**src/rtl/ex_muldiv_unit.sv**
```systemverilog
// Iterative radix-2 RV32M/RV64M multiply/divide unit with tag, flush and valid/ready.
// Optional MULDIV_FAST_MUL_EN replaces the shift-add multiply with a single-step product.
module ex_muldiv_unit #(
    parameter int XLEN  = 32,
    parameter int TAG_W = 5
) (
    input  logic             clk,
    input  logic             rst_n,
    input  logic             flush,
    input  logic             in_valid,
    output logic             in_ready,
    input  logic [2:0]       funct3,
    input  logic [XLEN-1:0]  rs1_val,
    input  logic [XLEN-1:0]  rs2_val,
    input  logic [TAG_W-1:0] in_tag,
    output logic             out_valid,
    input  logic             out_ready,
    output logic [XLEN-1:0]  result,
    output logic [TAG_W-1:0] out_tag,
    output logic             busy,
    output logic [1:0]       dbg_state
);
    // Handshake: a transfer happens on a rising edge where valid && ready are both high;
    // valid never depends on ready, and payload (result/out_tag) is stable while valid waits.
    localparam int CNT_W = $clog2(XLEN);

    typedef enum logic [1:0] {S_IDLE, S_MUL, S_DIV, S_DONE} state_t;

    state_t                state, state_nxt;
    logic [CNT_W-1:0]      cnt;
    logic [1:0]            op_sel;
    logic                  neg_q, neg_r, special;
    logic [XLEN-1:0]       mcand;
    logic [2*XLEN-1:0]     acc;

    logic                  accept, is_div, a_signed, b_signed, a_neg, b_neg;
    logic                  div_zero, div_ovf, last;
    logic [XLEN-1:0]       mag_a, mag_b, special_val;
    logic [XLEN:0]         div_tmp, div_diff;
    logic [2*XLEN-1:0]     acc_nxt, prod_fix;
    logic [XLEN-1:0]       quo_fix, rem_fix, final_val;

    assign accept = in_valid && in_ready;

    always_comb begin
        is_div      = funct3[2];
        a_signed    = (funct3 == 3'b001) || (funct3 == 3'b010) || (funct3 == 3'b100) || (funct3 == 3'b110);
        b_signed    = (funct3 == 3'b001) || (funct3 == 3'b100) || (funct3 == 3'b110);
        a_neg       = a_signed && rs1_val[XLEN-1];
        b_neg       = b_signed && rs2_val[XLEN-1];
        mag_a       = a_neg ? -rs1_val : rs1_val;
        mag_b       = b_neg ? -rs2_val : rs2_val;
        div_zero    = is_div && (rs2_val == '0);
        div_ovf     = is_div && !funct3[0] && (rs1_val == {1'b1, {(XLEN-1){1'b0}}}) && (rs2_val == '1);
        special_val = '0;
        if (div_zero) special_val = funct3[1] ? rs1_val : '1;
        else          special_val = funct3[1] ? '0 : rs1_val;
    end

    // One iteration step; the final value is resolved from the post-step accumulator
    // so the result register is loaded on the same edge that enters DONE.
`ifdef MULDIV_FAST_MUL_EN
    always_comb begin
        div_tmp  = {acc[2*XLEN-1:XLEN], acc[XLEN-1]};
        div_diff = div_tmp - {1'b0, mcand};
        acc_nxt  = acc;
        last     = (state == S_MUL) || (cnt == CNT_W'(XLEN-1));
        if (state == S_MUL)
            acc_nxt = (2*XLEN)'(mcand) * (2*XLEN)'(acc[XLEN-1:0]);
        else if (state == S_DIV)
            acc_nxt = div_diff[XLEN] ? {div_tmp[XLEN-1:0], acc[XLEN-2:0], 1'b0}
                                     : {div_diff[XLEN-1:0], acc[XLEN-2:0], 1'b1};
    end
`else
    logic [XLEN:0] mul_sum;
    always_comb begin
        mul_sum  = {1'b0, acc[2*XLEN-1:XLEN]} + (acc[0] ? {1'b0, mcand} : '0);
        div_tmp  = {acc[2*XLEN-1:XLEN], acc[XLEN-1]};
        div_diff = div_tmp - {1'b0, mcand};
        acc_nxt  = acc;
        last     = (cnt == CNT_W'(XLEN-1));
        if (state == S_MUL)
            acc_nxt = {mul_sum, acc[XLEN-1:1]};
        else if (state == S_DIV)
            acc_nxt = div_diff[XLEN] ? {div_tmp[XLEN-1:0], acc[XLEN-2:0], 1'b0}
                                     : {div_diff[XLEN-1:0], acc[XLEN-2:0], 1'b1};
    end
`endif

    always_comb begin
        prod_fix  = neg_q ? -acc_nxt : acc_nxt;
        quo_fix   = neg_q ? -acc_nxt[XLEN-1:0] : acc_nxt[XLEN-1:0];
        rem_fix   = neg_r ? -acc_nxt[2*XLEN-1:XLEN] : acc_nxt[2*XLEN-1:XLEN];
        final_val = '0;
        if (special)
            final_val = acc[XLEN-1:0];
        else if (state == S_MUL)
            final_val = (op_sel == 2'b00) ? prod_fix[XLEN-1:0] : prod_fix[2*XLEN-1:XLEN];
        else
            final_val = op_sel[1] ? rem_fix : quo_fix;
    end

    always_ff @(posedge clk or negedge rst_n) begin
        if (!rst_n) state <= S_IDLE;
        else        state <= state_nxt;
    end

    always_comb begin
        state_nxt = state;
        case (state)
            S_IDLE:       if (accept) state_nxt = is_div ? S_DIV : S_MUL;
            S_MUL, S_DIV: if (special || last) state_nxt = S_DONE;
            S_DONE:       if (out_ready) state_nxt = S_IDLE;
            default:      state_nxt = S_IDLE;
        endcase
        if (flush) state_nxt = S_IDLE;
    end

    always_comb begin
        in_ready  = (state == S_IDLE) && !flush;
        out_valid = (state == S_DONE);
        busy      = (state != S_IDLE);
        dbg_state = state;
    end

    // Divide keeps {remainder, dividend/quotient} in acc; multiply keeps {partial, multiplier}.
    always_ff @(posedge clk or negedge rst_n) begin
        if (!rst_n) begin
            cnt     <= '0;
            op_sel  <= '0;
            neg_q   <= 1'b0;
            neg_r   <= 1'b0;
            special <= 1'b0;
            mcand   <= '0;
            acc     <= '0;
            result  <= '0;
            out_tag <= '0;
        end else if (accept) begin
            cnt     <= '0;
            op_sel  <= funct3[1:0];
            neg_q   <= a_neg ^ b_neg;
            neg_r   <= a_neg;
            special <= div_zero || div_ovf;
            out_tag <= in_tag;
            mcand   <= is_div ? mag_b : mag_a;
            if (div_zero || div_ovf) acc <= {{XLEN{1'b0}}, special_val};
            else                     acc <= {{XLEN{1'b0}}, is_div ? mag_a : mag_b};
        end else if ((state == S_MUL || state == S_DIV) && !flush) begin
            acc <= acc_nxt;
            cnt <= cnt + CNT_W'(1);
            if (special || last) result <= final_val;
        end
    end
endmodule

```
**config.mk**
```make
export PLATFORM = sky130hd
export DESIGN_NAME = ex_muldiv_unit
export DESIGN_NICKNAME = d
export VERILOG_FILES = /design/src/rtl/ex_muldiv_unit.sv
export SDC_FILE = /design/constraint.sdc
export NUM_CORES = 1
export LEC_CHECK = 0
export BUFFER_PORTS_ARGS = -buffer_cell sky130_fd_sc_hd__buf_2
export CAP_MARGIN = 40
export CORE_UTILIZATION = 60
export DETAILED_ROUTE_END_ITERATION = 8
export MAX_ROUTING_LAYER = met4
export PLACE_DENSITY = 0.79
export SYNTH_ARGS = -nofsm -noshare
export SYNTH_HDL_FRONTEND = slang
export SYNTH_SLANG_ARGS = --single-unit
```
**constraint.sdc**
```tcl
create_clock -name clk -period 10.7 [get_ports clk]
set_input_delay 1.07 -clock clk [delete_from_list [all_inputs] [get_ports clk]]
set_output_delay 1.07 -clock clk [all_outputs]
set_load 0.01 [all_outputs]
```
==> metrics.cfg <==
[floorplan]
dieHeight_um = 172
die_x_um = 172
die-area_um2 = 29700
start_util_pct = 60.9
core.rowCount = 62
io_pins = 119
fp.coreArea_um2 = 28600

[logic_synthesis]
seq_area_frac_synth_pct = 20.8
synth_commonest_cells = nand2_1 (302), nor2_1 (234), a21oi_1 (230)
syn_inst = 2418
netlist_area_um2 = 17400
synth_ff_type = dfrtp_1
yosysMostFrequentCell = nand2_1
yosys_register_bits = 145
yosys_warnings = 0
synthTopCellsByArea = dfrtp_1 (21%), a21oi_1 (6.6%), nand2_1 (6.5%), o21ai_0 (6.1%), ha_1 (5.5%)
synth_top_area_share_pct = 20.8
synth_top_cell_by_area = dfrtp_1
avgSynthCellArea_um2 = 7.21
ys_types = 106
async_reset_ff_share_pct = 100
syn-num-nets = 2573
synth_edf_count = 0

[global_route]
grt_pass1_wl_um = 106000
gr-total-overflow = 0
grt_pass1_vias = 18268
grt_busiest_layer = met2
met2_usage_pct = 71.2
antenna_found_initial = 3
grtUsageMet1_pct = 58.7
grt_max_degree = 83
use_met3_pct = 15.9
grt_usage_pct = 49.2

[cells_and_area]
fillCellCount = 2493
nets = 2590
syn_to_final_growth_pct = 7.76
final_area_um2 = 18800
drive_above_1_share_pct = 10.8
postLayoutCoreUtil_pct = 65.6

[setup_path]
cp_max_fo = 28
cp-start-kind = flip-flop
cp.required_ps = 11030
crit_arrival_ps = 6640
endpoint_kind = flip-flop
path_class = reg -> reg

[clock_network]
cts_buffers = 17
clock-sinks = 145
post_cts_buffers = 0
cts_resized = 0
clk_pin_slew_worst_paths_ps = 80
cts_tree = yes
insertion_delay_ps = 460
ctsHoldBuffers = 0
cts_htree_levels = 4
root_buffer = clkbuf_16
clockBufferDepth = 2

[sta]
finalSetupViolCount = 0
rsz0062_at_grt = no
finalClockSkew_ps = 17.9
finalCritPeriodShare_pct = 59.0
slew_headroom_pct = 31.6
max_freq_ghz = 0.158
worst_pin_slew_ps = 1010
setup_tns_ps = 0
layout_min_cycle_time_ps = 6310
final_max_slew_viol_count = 0
hold_violations = 0
setup_slack_ps = 4390

[detailed_routing]
vias = 20061
drtPass1Iterations = 9
post_drt_wl_per_cell_um = 25.0
routed_wl_um = 70900
drtIter0Drc = 3091
drt-vias-per-instance = 7.08
ant_nets = 0
route.detailed.drc = 0

[place]
globalplace.congestion = 1.12
portBuffers = 118
post-place-ws_ps = 4720
hpwl_um = 52500
placed_area_um2 = 18200

[power]
p_per_area_nw_per_um2 = 346
ir_drop_mv = 0.234
leakage_uw = 0.00778

[run_status]
status = completed

[min_path]
hold_class = reg -> reg

[job]
maxCapViolCount = 0

-- per-layer routing --
layer	up-vias	share of wire [%]
met4	0	7.3
met5	-	0
met3	349	13
met1	9361	37
li1	8920	-
met2	1431	43
-- registers in the layout, summed over array words and instances (netlist names) --
name / flops
dbg_state: 2
mcand: 32
acc: 64
result: 32
op_sel: 2
special: 1
out_tag: 5
cnt: 5
neg_q: 1
neg_r: 1
-- critical path: stages (launching register included) --
cell,delay (ps)
dfrtp_1,820
and2_1,240
ha_1,280
nor2b_1,180
o2111a_1,310
nor4_1,580
o21ai_0,310
a31oi_1,840
o21ai_0,320
xor2_1,210
a21oi_1,580
nor4b_2,540
nand4_1,250
or4_1,540
nand4_1,110
a211oi_1,50
-- through the flow --
| step | cells | hold WS (ps) | power (uW) |
|---|---|---|---|
| finish | 2835 | 479 | 6510 |
| global route | 2835 | 498 | 6860 |
| CTS | 2830 | 473 | 6270 |
| detailed placement | 2798 | 457 | 5620 |
| global placement | 2792 | 457 | 5540 |
| floorplan | 2418 | 463 | 4320 |
-- layout make-up --
class,count,area [um^2],area share [%]
diodes,3,7.51,0.0400
clock buffers,18,429,2.28
clock inverters,14,148,0.786
inverters,86,323,1.72
multi-input cells,2027,12900,68.5
flip-flops and latches,145,3630,19.3
well taps,384,480,2.56
repair buffers,158,902,4.80
-- cells in the final DEF, fill, tap and decap left out, types with 12 or more instances in the layout --
cell / netlist / final
nand2_1: 302 / 301
nor2_1: 234 / 234
a21oi_1: 230 / 230
o21ai_0: 211 / 211
dfrtp_1: 145 / 145
buf_2: 21 / 119
xnor2_1: 99 / 99
inv_1: 84 / 84
xor2_1: 77 / 77
ha_1: 76 / 74
nor3_1: 58 / 57
a211oi_1: 49 / 49
mux2i_1: 42 / 42
nand4_1: 42 / 42
and2_1: 42 / 41
nand3_1: 37 / 37
o31ai_1: 34 / 34
buf_4: 2 / 34
o211ai_1: 30 / 30
a21o_1: 27 / 27
nand2b_1: 27 / 26
nor4_1: 24 / 24
a31oi_1: 23 / 23
or3_1: 22 / 22
a221oi_1: 22 / 22
and3_1: 20 / 20
clkbuf_16: 0 / 17
o311ai_0: 16 / 16
o41ai_1: 16 / 16
a22oi_1: 14 / 14
o22ai_1: 13 / 13
or4_1: 13 / 13
mux2_2: 13 / 13
o21ai_1: 12 / 12
or2_2: 12 / 12
-- power by group --
group / switching [uW] / internal [uW] / leakage [uW]
clock network: 305 / 330 / 0.000280
logic: 3160 / 1620 / 0.00564
registers: 355 / 736 / 0.00186
-- logic make-up (layout without fill, tap and decap cells) --
family	Yosys count	after routing	synth area share [%]
AND/OR/NAND/NOR	887	887	24.5
AO/OA/AOI/OAI	831	831	31.3
buffers and inverters	246	276	5.58
XOR/XNOR	176	176	8.84
flip-flops	145	145	20.8
adder cells (fa/ha/maj)	78	78	5.69
multiplexers	55	55	3.25
other	0	3	0
-- worst paths after layout --
| check | from | end | slack [ps] | cells after the start |
|---|---|---|---|---|
| worst min register to register | out_tag[3] | out_tag[3] | 480 | 2 |
| worst max-delay path | acc[0] | result[31] | 4390 | 15 |
| worst max register to register | acc[0] | result[31] | 4390 | 15 |
| worst min-delay path | out_tag[3] | out_tag[3] | 480 | 2 |
| min in group asynchronous | rst_n | mcand[21] | 580 | 1 |
| max in group asynchronous | rst_n | dbg_state[0] | 8880 | 3 |
Note: power is estimated with default switching activity, not from simulation.
